`config.mk`:
```
export PLATFORM = sky130hd
export DESIGN_NAME = scalar_fetch_unit
export DESIGN_NICKNAME = d
export VERILOG_FILES = /design/src/rtl/scalar_fetch_unit.sv
export SDC_FILE = /design/constraint.sdc
export NUM_CORES = 1
export LEC_CHECK = 0
export ABC_AREA = 1
export CORE_MARGIN = 3
export CORE_UTILIZATION = 52
export CTS_BUF_LIST = sky130_fd_sc_hd__clkbuf_2 sky130_fd_sc_hd__clkbuf_4 sky130_fd_sc_hd__clkbuf_8
export CTS_CLUSTER_DIAMETER = 30
export DETAILED_ROUTE_END_ITERATION = 10
export HOLD_SLACK_MARGIN = 0.03
export PLACE_DENSITY = 0.74
export SLEW_MARGIN = 0
export SYNTH_ARGS = -nofsm -noshare
export SYNTH_HDL_FRONTEND = slang
export SYNTH_SLANG_ARGS = --single-unit
```
`constraint.sdc`:
```
create_clock -name clk -period 7.2 [get_ports clk]
set_input_delay 0.72 -clock clk [delete_from_list [all_inputs] [get_ports clk]]
set_output_delay 0.72 -clock clk [all_outputs]
set_load 0.02 [all_outputs]
```
`src/rtl/scalar_fetch_unit.sv`:
```
// Scalar fetch/issue stage: PC generation, credit-limited imem requests, in-order
// response capture into a prefetch FIFO, and valid/ready issue to the decoder.
module scalar_fetch_unit #(
    parameter int                ADDR_W     = 32,
    parameter int                INSTR_W    = 32,
    parameter int                FIFO_DEPTH = 4,
    parameter logic [ADDR_W-1:0] RESET_PC   = '0
) (
    input  logic               clk,
    input  logic               rst,
    output logic               imem_req,
    output logic [ADDR_W-1:0]  imem_addr,
    input  logic               imem_gnt,
    input  logic               imem_rvalid,
    input  logic [INSTR_W-1:0] imem_rdata,
    input  logic               redir_en,
    input  logic [ADDR_W-1:0]  redir_pc,
    input  logic               stall,
    input  logic               dec_ready,
    output logic               dec_valid,
    output logic [INSTR_W-1:0] dec_instr,
    output logic [ADDR_W-1:0]  dec_pc,
    output logic [1:0]         dec_op,
    output logic [1:0]         dec_inst,
    output logic               dec_vf,
    output logic               dec_memf
);
    localparam int PTR_W = $clog2(FIFO_DEPTH);
    localparam int CNT_W = PTR_W + 1;
    localparam logic [ADDR_W-1:0] PC_STEP = ADDR_W'(INSTR_W / 8);

    logic [ADDR_W-1:0]  pcReg;
    logic [CNT_W-1:0]   outstandingReg;
    logic [CNT_W-1:0]   outstandingNext;
    logic [CNT_W-1:0]   dropReg;
    logic [CNT_W-1:0]   fifoCountReg;
    logic [PTR_W-1:0]   fifoWrPtrReg;
    logic [PTR_W-1:0]   fifoRdPtrReg;
    logic [PTR_W-1:0]   aqWrPtrReg;
    logic [PTR_W-1:0]   aqRdPtrReg;

    logic [INSTR_W-1:0] fifoInstr [FIFO_DEPTH];
    logic [ADDR_W-1:0]  fifoPc    [FIFO_DEPTH];
    logic [ADDR_W-1:0]  aqAddr    [FIFO_DEPTH];

    logic creditOk;
    logic grant;
    logic resp;
    logic dropResp;
    logic push;
    logic pop;

    // Credits count both buffered words and every in-flight response, stale or not,
    // so a response can always be written without overflowing the FIFO.
    assign creditOk = ({1'b0, fifoCountReg} + {1'b0, outstandingReg}) < (CNT_W + 1)'(FIFO_DEPTH);
    assign imem_req = rst && !stall && !redir_en && creditOk;
    assign imem_addr = pcReg;
    assign grant = imem_req && imem_gnt;

    // A response with nothing outstanding (e.g. one straddling a reset) is ignored.
    assign resp     = imem_rvalid && (outstandingReg != '0);
    assign dropResp = resp && (dropReg != '0);
    assign push     = resp && (dropReg == '0);

    assign dec_valid = (fifoCountReg != '0);
    assign pop       = dec_valid && dec_ready;

    assign dec_instr = dec_valid ? fifoInstr[fifoRdPtrReg] : '0;
    assign dec_pc    = dec_valid ? fifoPc[fifoRdPtrReg] : '0;
    assign dec_op    = dec_instr[INSTR_W-1:INSTR_W-2];
    assign dec_inst  = dec_instr[INSTR_W-3:INSTR_W-4];
    assign dec_vf    = dec_instr[INSTR_W-5];
    assign dec_memf  = dec_instr[INSTR_W-6];

    assign outstandingNext = outstandingReg + CNT_W'(grant) - CNT_W'(resp);

    always_ff @(posedge clk) begin
        if (!rst) begin
            pcReg          <= RESET_PC;
            outstandingReg <= '0;
            dropReg        <= '0;
            fifoCountReg   <= '0;
            fifoWrPtrReg   <= '0;
            fifoRdPtrReg   <= '0;
            aqWrPtrReg     <= '0;
            aqRdPtrReg     <= '0;
        end else begin
            outstandingReg <= outstandingNext;
            if (redir_en) begin
                // Everything still in flight belongs to the abandoned path.
                pcReg        <= redir_pc;
                dropReg      <= outstandingNext;
                fifoCountReg <= '0;
                fifoWrPtrReg <= '0;
                fifoRdPtrReg <= '0;
                aqWrPtrReg   <= '0;
                aqRdPtrReg   <= '0;
            end else begin
                if (grant) begin
                    pcReg      <= pcReg + PC_STEP;
                    aqWrPtrReg <= aqWrPtrReg + 1'b1;
                end
                if (dropResp) begin
                    dropReg <= dropReg - 1'b1;
                end
                if (push) begin
                    fifoWrPtrReg <= fifoWrPtrReg + 1'b1;
                    aqRdPtrReg   <= aqRdPtrReg + 1'b1;
                end
                if (pop) begin
                    fifoRdPtrReg <= fifoRdPtrReg + 1'b1;
                end
                fifoCountReg <= fifoCountReg + CNT_W'(push) - CNT_W'(pop);
            end
        end
    end

    always_ff @(posedge clk) begin
        if (rst && !redir_en && grant) begin
            aqAddr[aqWrPtrReg] <= pcReg;
        end
        if (rst && !redir_en && push) begin
            fifoInstr[fifoWrPtrReg] <= imem_rdata;
            fifoPc[fifoWrPtrReg]    <= aqAddr[aqRdPtrReg];
        end
    end
endmodule
```
==> results_dict.tcl, run 1 <==
set metrics [dict create \
    clock-skew-final_ps 25.6 \
    synthTopCellsByArea "edfxtp_1 (64%), nor2_1 (8.2%), o21ai_0 (6.2%)" \
    num_antenna_cells 0 \
    post_cts_buffers 0 \
    first_pass_iters 5 \
    route.detailed.wl_per_inst_um 17.4 \
    final-max-slew-violation-count 0 \
    routabilityCongestion 0.865 \
    ios 175 \
    grt_pass1_wl_mm 63.3 \
    ant_nets 0 \
    grt_util_all_layers 0.218 \
    worstPathArrival_ps 3350 \
    syn2layout_area_growth_pct 22.1 \
    mappedNetlistNets 1676 \
    dr_total_vias 12400 \
    hold_path.class "flip-flop to flip-flop" \
    critPathCaptureType "output pin" \
    cap_violations 0 \
    drc 0 \
    synth_top_area_share 0.643 \
    die_height_um 192 \
    p_seq_frac 0.460 \
    final.setup.worst_slack_ps 3130 \
    finalCriticalPeriod_ps 4070 \
    start_util 0.531 \
    critPathKind "flip-flop to output pin" \
    async_reset_ff_frac 0 \
    fin_tns_setup_ps 0 \
    cts_tree "done" \
    synth_largest_area_cell "edfxtp_1" \
    clock_path_buffers 3 \
    synth.cell_area_um2 17900 \
    synth.most_common_cell "nor2_1" \
    fin_crit_sh 0.566 \
    root_buffer "clkbuf_8" \
    hold_viol_final 0 \
    peakVddDrop_mv 0.167 \
    synth_seq_cells 437 \
    nets 1869 \
    status "completed" \
    gr-total-overflow 0 \
    hpwl_mm 22.9 \
    synth-edff-count 384 \
    fill_cells 2506 \
    cts.repair.resized 0 \
    rsz0062_at_grt "no" \
    vias_per_cell 5.40 \
    p_sw_frac 0.250 \
    timing.slew.headroom 0.282 \
    setup_viol 0 \
    seq_area_frac_synth 0.702 \
    p_int_w 0.00472 \
    fmax_ghz 0.246 \
    grt_start_max_net_pins 114 \
    place_ws_ps 3510 \
    worstPathRequired_ps 6480 \
    cts_made_buffers 84 \
    worst-path-max-fanout 113 \
    clk_pin_slew_ps 50 \
    cts_num_sinks 437 \
    grt_pass1_vias 12300 \
    cts_hold_buf 0 \
    synth_ff_type "edfxtp_1" \
    combPwrFrac 0.120 \
    ys_top_cells_by_count "nor2_1 (394), edfxtp_1 (384), o21ai_0 (223)" \
    antenna_found_initial 0 \
    cp-start-kind "flip-flop" \
    avgSynthCellArea_um2 11.3 \
    htreeDepth 3 \
    dieWidth_um 192 \
    worst_skew_pair.late_latency_ps 590 \
    yosysWarnings 0 \
    netlist_instances 1586 \
    rows 67 \
    wirelength_mm 39.9 \
    worst_slew_pin_slew_ps 1080 \
    clkPwrFrac 0.421 \
    power.net_switching_w 0.00158 \
    p_per_area_nw_per_um2 287 \
    coreArea_um2 33800 \
    die_area_um2 36800 \
    p_leak_nw 7.59 \
    fin_hold_ws_ps 479 \
    drtIter0Drc 941 \
    drive_above_1_share 0.101 \
    io_buffers 174 \
    ys_types 43 \
]
## per-stage QoR
step                power (W)  cells   util  instance area (um^2)
floorplan             0.00336   1586      -                 17900
global placement      0.00368   2141  0.593                 20000
detailed placement    0.00370   2141  0.593                 20000
CTS                   0.00635   2292  0.648                 21900
global route          0.00656   2292  0.648                 21900
finish                0.00629   2292  0.648                 21900
## worst max-delay path, cell delays in order (launching register included)
cell	delay, ps
dfxtp_4	440
inv_2	230
buf_4	790
o21ai_0	240
a21oi_1	250
clkdlybuf4s50_1	690
## state kept, by name, indices dropped and copies added, names as in the netlist, named ones only
name and cells:
aqAddr 128, aqRdPtrReg 2, aqWrPtrReg 2, dropReg 3, fifoCountReg 3, fifoInstr 128, fifoPc 128, fifoRdPtrReg 2
fifoWrPtrReg 2, imem_addr 32, outstandingReg 3
## layout make-up
class                           count  area [um^2]  area share
Clock buffer                       98         1270      0.0582
Timing Repair Buffer              194         1890      0.0864
Tap cell                          448          561      0.0256
Sequential cell                   437        12600       0.575
Multi-Input combinational cell    973         4640       0.212
Clock inverter                     53          587      0.0268
Inverter                           89          344      0.0157
## metal layers
| layer | track usage | up-vias | share of wire |
|---|---|---|---|
| li1 | - | 5926 | - |
| met5 | 0 | - | 0 |
| met3 | 0.0475 | 68 | 0.080 |
| met4 | 0.0731 | 0 | 0.019 |
| met1 | 0.295 | 5907 | 0.43 |
| met2 | 0.354 | 484 | 0.47 |
## logic make-up (layout without fill, tap and decap cells)
| kind of cell | Yosys count | in the layout | share of synthesized area |
|---|---|---|---|
| and+or+nand+nor | 570 | 570 | 0.127 |
| xor gates and xnor gates | 15 | 15 | 0.00732 |
| DFF | 437 | 437 | 0.702 |
| AOI/OAI and AO/OA | 369 | 369 | 0.108 |
| adders and majority gates | 19 | 19 | 0.0141 |
| buffers and inverters | 176 | 434 | 0.0415 |
## power groups by stage
stage                     combinational, W  clock, W  sequential (W)
final                             0.000753   0.00265         0.00289
after global routing              0.000832   0.00283         0.00290
after CTS                         0.000761   0.00269         0.00289
after detailed placement          0.000757         0         0.00294
after global placement            0.000742         0         0.00294
after floorplan                   0.000419         0         0.00294
## worst paths after layout
kind,from,to,slack (ps),cells after the start
min reg2reg,aqRdPtrReg[1],aqRdPtrReg[1],480,2
max reg2reg,outstandingReg[2],dropReg[2],4300,14
max,flip-flop,dec_pc[0],3130,5
min,aqRdPtrReg[1],aqRdPtrReg[1],480,2
## placed cells by master, fill, tap and decap left out, types with 12 or more instances in the layout
cell type        netlist  layout
buf_4                  6      20
ha_1                  17      17
a21oi_1               92      92
clkinv_1               1      18
edfxtp_1             384     384
clkbuf_4               0      12
inv_1                 83      83
dfxtp_1               53      51
nand3_1               27      27
clkdlybuf4s50_1        0     174
o22ai_1               32      32
o21ai_0              223     223
nor2_1               394     386
nand2_1              126     126
clkbuf_8               0      86
Power figures use the tool's default switching activity.
==> run 2: changes to the inputs <==
--- a/config.mk
+++ b/config.mk
@@ -12,7 +12,7 @@
 export CTS_CLUSTER_DIAMETER = 30
 export DETAILED_ROUTE_END_ITERATION = 10
 export HOLD_SLACK_MARGIN = 0.03
-export PLACE_DENSITY = 0.74
+export PLACE_DENSITY = 0.77
 export SLEW_MARGIN = 0
 export SYNTH_ARGS = -nofsm -noshare
 export SYNTH_HDL_FRONTEND = slang
==> constraint.sdc (replaced) <==
create_clock -name clk -period 3.6 [get_ports clk]
set_input_delay 0.36 -clock clk [delete_from_list [all_inputs] [get_ports clk]]
set_output_delay 0.36 -clock clk [all_outputs]
set_load 0.02 [all_outputs]
==> results_dict.tcl, run 2 (same netlist as run 1, synthesis figures left out) <==
set metrics [dict create \
    worstPathRequired_ps 3240 \
    grt_pass1_wl_mm 63.5 \
    crit_buf_inv 3 \
    reg_top3 "aqAddr: 128 flops, fifoInstr: 128 flops, fifoPc: 128 flops" \
    drc 0 \
    fmax_ghz 0.303 \
    p_per_area_nw_per_um2 557 \
    io_buffers 174 \
    vias_per_cell 5.44 \
    cts_num_sinks 437 \
    rsz0062_at_grt "no" \
    wirelength_mm 40.1 \
    p_seq_frac 0.474 \
    worst_slew_pin_slew_ps 1000 \
    syn2layout_area_growth_pct 22.1 \
    grt_start_max_net_pins 117 \
    fill_cells 2411 \
    route.detailed.wl_per_inst_um 17.5 \
    post_cts_buffers 0 \
    clk_pin_slew_ps 60 \
    die_height_um 192 \
    cts.repair.resized 0 \
    clock-skew-final_ps 41.1 \
    r2r_slack_ps 1030 \
    cts_made_buffers 80 \
    clkPwrFrac 0.401 \
    first_pass_iters 7 \
    gr-total-overflow 0 \
    cp-start-kind "flip-flop" \
    p_int_w 0.00909 \
    hpwl_mm 23.4 \
    hold_path.class "input port to flip-flop" \
    routabilityCongestion 0.879 \
    timing.slew.headroom 0.326 \
    final_common_cell "nor2_1" \
    status "completed" \
    fin_crit_sh 0.917 \
    p_leak_nw 7.63 \
    die_area_um2 36800 \
    stdcell_count 2295 \
    antenna_found_initial 0 \
    cts_tree "done" \
    drive_above_1_share 0.108 \
    power.net_switching_w 0.00311 \
    seq_area_um2 12600 \
    dieWidth_um 192 \
    hold_viol_final 0 \
    dp.cells 2149 \
    grt_pass1_vias 12700 \
    final_cell_mix "nor2_1 (386), edfxtp_1 (384), o21ai_0 (223)" \
    finalCriticalPeriod_ps 3300 \
    critPathSlowestCell "inv_2" \
    p_sw_frac 0.255 \
    cap_violations 0 \
    fin_util 0.648 \
    drtIter0Drc 1011 \
    num_antenna_cells 0 \
    dr_total_vias 12500 \
    rows 67 \
    worstPathArrival_ps 2940 \
    worst-path-max-fanout 45 \
    fin_tns_setup_ps 0 \
    nets 1873 \
    critPathTopFamily "buffers and inverters" \
    root_buffer "clkbuf_8" \
    clock_path_buffers 3 \
    setup_viol 0 \
    place_ws_ps 683 \
    critPathKind "flip-flop to output pin" \
    ios 175 \
    htreeDepth 3 \
    multi_input_area_um2 4640 \
    coreArea_um2 33800 \
    worst_skew_pair.late_latency_ps 620 \
    final.setup.worst_slack_ps 299 \
    critPathCaptureType "output pin" \
    grt_util_all_layers 0.219 \
    cpPeakStageDelay_ps 650 \
    ant_nets 0 \
    peakVddDrop_mv 0.429 \
    final-max-slew-violation-count 0 \
    path_cells "inv_2 -> buf_4 -> nor2_1 -> o21ai_0 -> a21oi_1 -> clkdlybuf4s50_1" \
    cts_hold_buf 0 \
    start_util 0.531 \
    combPwrFrac 0.126 \
]
run 2: worst min-delay path, cell delays in order:
cell and delay [ps]:
clkdlybuf4s50_1 400, nor2_1 100, nor2_1 50
run 2: path summary, 6_finish.rpt:
check                    startpoint               end  depth (start not counted)
hold reg to reg       aqRdPtrReg[0]     aqRdPtrReg[0]                          1
setup / recovery          flip-flop     dec_instr[24]                          6
hold / removal          redir_pc[0]      imem_addr[0]                          3
setup reg to reg  outstandingReg[1]  fifoInstr[3][24]                          7
run 2: area by class of cell:
class	instances	area share
timing repair buffer	202	0.0931
sequential	437	0.575
clock inverter	48	0.0218
inverter	89	0.0157
clock buffer	98	0.0565
tap	448	0.0256
multi-input combinational	973	0.212
run 2: power groups by stage:
stage / registers, W / clock network (W) / logic (W)
final: 0.00578 / 0.00489 / 0.00153
after global routing: 0.00580 / 0.00524 / 0.00167
after CTS: 0.00578 / 0.00498 / 0.00154
after detailed placement: 0.00588 / 0 / 0.00153
after global placement: 0.00588 / 0 / 0.00150
after floorplan: 0.00587 / 0 / 0.000838
run 2: through the flow:
| stage | area [um^2] | power, W | hold WS, ps |
|---|---|---|---|
| after global placement | 20200 | 0.00738 | 448 |
| after floorplan | 17900 | 0.00671 | 436 |
| after detailed placement | 20200 | 0.00741 | 466 |
| after global routing | 21900 | 0.0127 | 372 |
| final | 21900 | 0.0122 | 363 |
| after CTS | 21900 | 0.0123 | 331 |
run 2: routing by layer:
layer  routed length, um  part of all wire  GRT usage
met2               19000              0.47      0.363
met3                3670             0.091     0.0473
met4                 924             0.023     0.0810
met5                   0                 0          0
met1               16600              0.41      0.287
==> run 3: changes to the inputs <==
--- a/config.mk
+++ b/config.mk
@@ -6,10 +6,11 @@
 export NUM_CORES = 1
 export LEC_CHECK = 0
 export ABC_AREA = 1
+export ABC_CLOCK_PERIOD_IN_PS = 3600
 export CORE_MARGIN = 3
 export CORE_UTILIZATION = 52
 export CTS_BUF_LIST = sky130_fd_sc_hd__clkbuf_2 sky130_fd_sc_hd__clkbuf_4 sky130_fd_sc_hd__clkbuf_8
-export CTS_CLUSTER_DIAMETER = 30
+export CTS_CLUSTER_DIAMETER = 60
 export DETAILED_ROUTE_END_ITERATION = 10
 export HOLD_SLACK_MARGIN = 0.03
 export PLACE_DENSITY = 0.77
==> results_dict.tcl, run 3 (same netlist as run 1, synthesis figures left out) <==
set metrics [dict create \
    p_seq_frac 0.502 \
    worst_skew_pair.late_latency_ps 580 \
    cts_tree "done" \
    final-max-slew-violation-count 0 \
    first_pass_iters 5 \
    final_cell_mix "nor2_1 (386), edfxtp_1 (384), o21ai_0 (223)" \
    dieWidth_um 192 \
    fmax_ghz 0.306 \
    worst-path-max-fanout 116 \
    timing.slew.headroom 0.340 \
    die_height_um 192 \
    hpwl_mm 23.4 \
    p_per_area_nw_per_um2 534 \
    grt_util_all_layers 0.217 \
    fin_crit_sh 0.908 \
    cap_violations 0 \
    nets 1864 \
    worstPathArrival_ps 2910 \
    post_cts_buffers 0 \
    r2r-start "outstandingReg[1]" \
    fin_tns_setup_ps 0 \
    min_path_cells 3 \
    fin_hold_ws_ps 374 \
    p_sw_frac 0.252 \
    rsz0062_at_grt "no" \
    crit_path_frequent_cell "nor2_1" \
    multi_input_area_um2 4640 \
    drive_above_1_share 0.0928 \
    fill_cells 2453 \
    r2r_cells 7 \
    clkPwrFrac 0.365 \
    worst_slew_pin_slew_ps 984 \
    root_buffer "clkbuf_8" \
    final_common_cell "nor2_1" \
    critPathSlowestCell "clkdlybuf4s50_1" \
    critPathKind "flip-flop to output pin" \
    p_leak_nw 7.46 \
    reg_top3 "aqAddr: 128 flops, fifoInstr: 128 flops, fifoPc: 128 flops" \
    r2r-end "fifoInstr[3][22]" \
    hold_path.class "input port to flip-flop" \
    ios 175 \
    wirelength_mm 39.8 \
    grt_pass1_wl_mm 63.0 \
    num_antenna_cells 0 \
    grt_start_max_net_pins 117 \
    cts.repair.resized 0 \
    hold-path-endpoint "imem_addr[0]" \
    cts_made_buffers 71 \
    io_buffers 174 \
    htreeDepth 3 \
    antenna_found_initial 0 \
    coreArea_um2 33800 \
    ant_nets 0 \
    path_cells "buf_12 -> nor2_1 -> nor2_1 -> o21ai_0 -> a21oi_1 -> clkdlybuf4s50_1" \
    route.detailed.wl_per_inst_um 17.5 \
    routabilityCongestion 0.879 \
    cpPeakStageDelay_ps 660 \
    gr-total-overflow 0 \
    hp-start "redir_pc[0]" \
    syn2layout_area_growth_pct 20.3 \
    clock_path_buffers 3 \
    seq_area_um2 12600 \
    drc 0 \
    power.net_switching_w 0.00291 \
    r2r_slack_ps 1010 \
    critPathCaptureType "output pin" \
    grt_pass1_vias 12500 \
    cts_hold_buf 0 \
    finish.instance_area_um2 21600 \
    setup_viol 0 \
    hold_viol_final 0 \
    vias_per_cell 5.42 \
    worstPathRequired_ps 3240 \
    drtIter0Drc 1005 \
    place_area_um2 20200 \
    die_area_um2 36800 \
    status "completed" \
    clock-skew-final_ps 43.3 \
    finalCriticalPeriod_ps 3270 \
    rows 67 \
    peakVddDrop_mv 0.264 \
    clk_pin_slew_ps 60 \
    p_int_w 0.00861 \
    dr_total_vias 12300 \
    cp-start-kind "flip-flop" \
    start_util 0.531 \
    combPwrFrac 0.133 \
    cts_num_sinks 437 \
]
## run 3: changes by cell type in the layout (fill, tap and decap cells not counted), sizes merged
| cell | delta |
|---|---|
| clkbuf | -3 |
| bufinv | -4 |
| clkinv | -15 |
| clkinvlp | -2 |
| inv | -1 |
## run 3: per-stage QoR
| stage | power (W) | utilization | setup slack (ps) | cells |
|---|---|---|---|---|
| 2_1_floorplan | 0.00671 | - | -617 | 1586 |
| 3_3_place_gp | 0.00738 | 0.597 | 785 | 2149 |
| 3_5_place_dp | 0.00741 | 0.597 | 683 | 2149 |
| 4_1_cts | 0.0116 | 0.639 | 308 | 2270 |
| 5_1_grt | 0.0120 | 0.639 | 134 | 2270 |
| 6_report | 0.0115 | 0.639 | 333 | 2270 |
## run 3: how the worst max path moves through the flow
stage	slack, ps	to	start
6_report	330	dec_pc[13]	flip-flop
5_1_grt	130	dec_inst[1]	flip-flop
4_1_cts	310	dec_pc[20]	flip-flop
3_3_place_gp	790	fifoPc[1][4]	imem_rvalid
3_5_place_dp	680	fifoInstr[3][30]	imem_rvalid
2_1_floorplan	-620	fifoInstr[0][0]	outstandingReg[1]
## run 3: routing by layer
metal	wire length, um	GRT usage
met1	16500	0.290
met2	19000	0.361
met3	3490	0.0431
met4	797	0.0725
met5	0	0
## run 3: worst max-delay path, delay by kind of cell, from the launching register on
kind                   cells  cell delay [ps]
DFF                        1              460
buffers and inverters      2             1070
and+or+nand+nor            2              250
AOI/OAI and AO/OA          2              420
## run 3: power groups by stage
stage / combinational [W] / clock, W / sequential, W
floorplan: 0.000838 / 0 / 0.00587
global placement: 0.00150 / 0 / 0.00588
detailed placement: 0.00153 / 0 / 0.00588
CTS: 0.00154 / 0.00430 / 0.00578
global route: 0.00167 / 0.00453 / 0.00579
finish: 0.00153 / 0.00421 / 0.00578
## run 3: final cells by class
type | instances | share of cell area
repair buffers | 202 | 0.0945
well taps | 448 | 0.0260
clock inverters | 26 | 0.0100
inverters | 89 | 0.0159
clock buffers | 95 | 0.0548
flip-flops and latches | 437 | 0.584
multi-input cells | 973 | 0.215
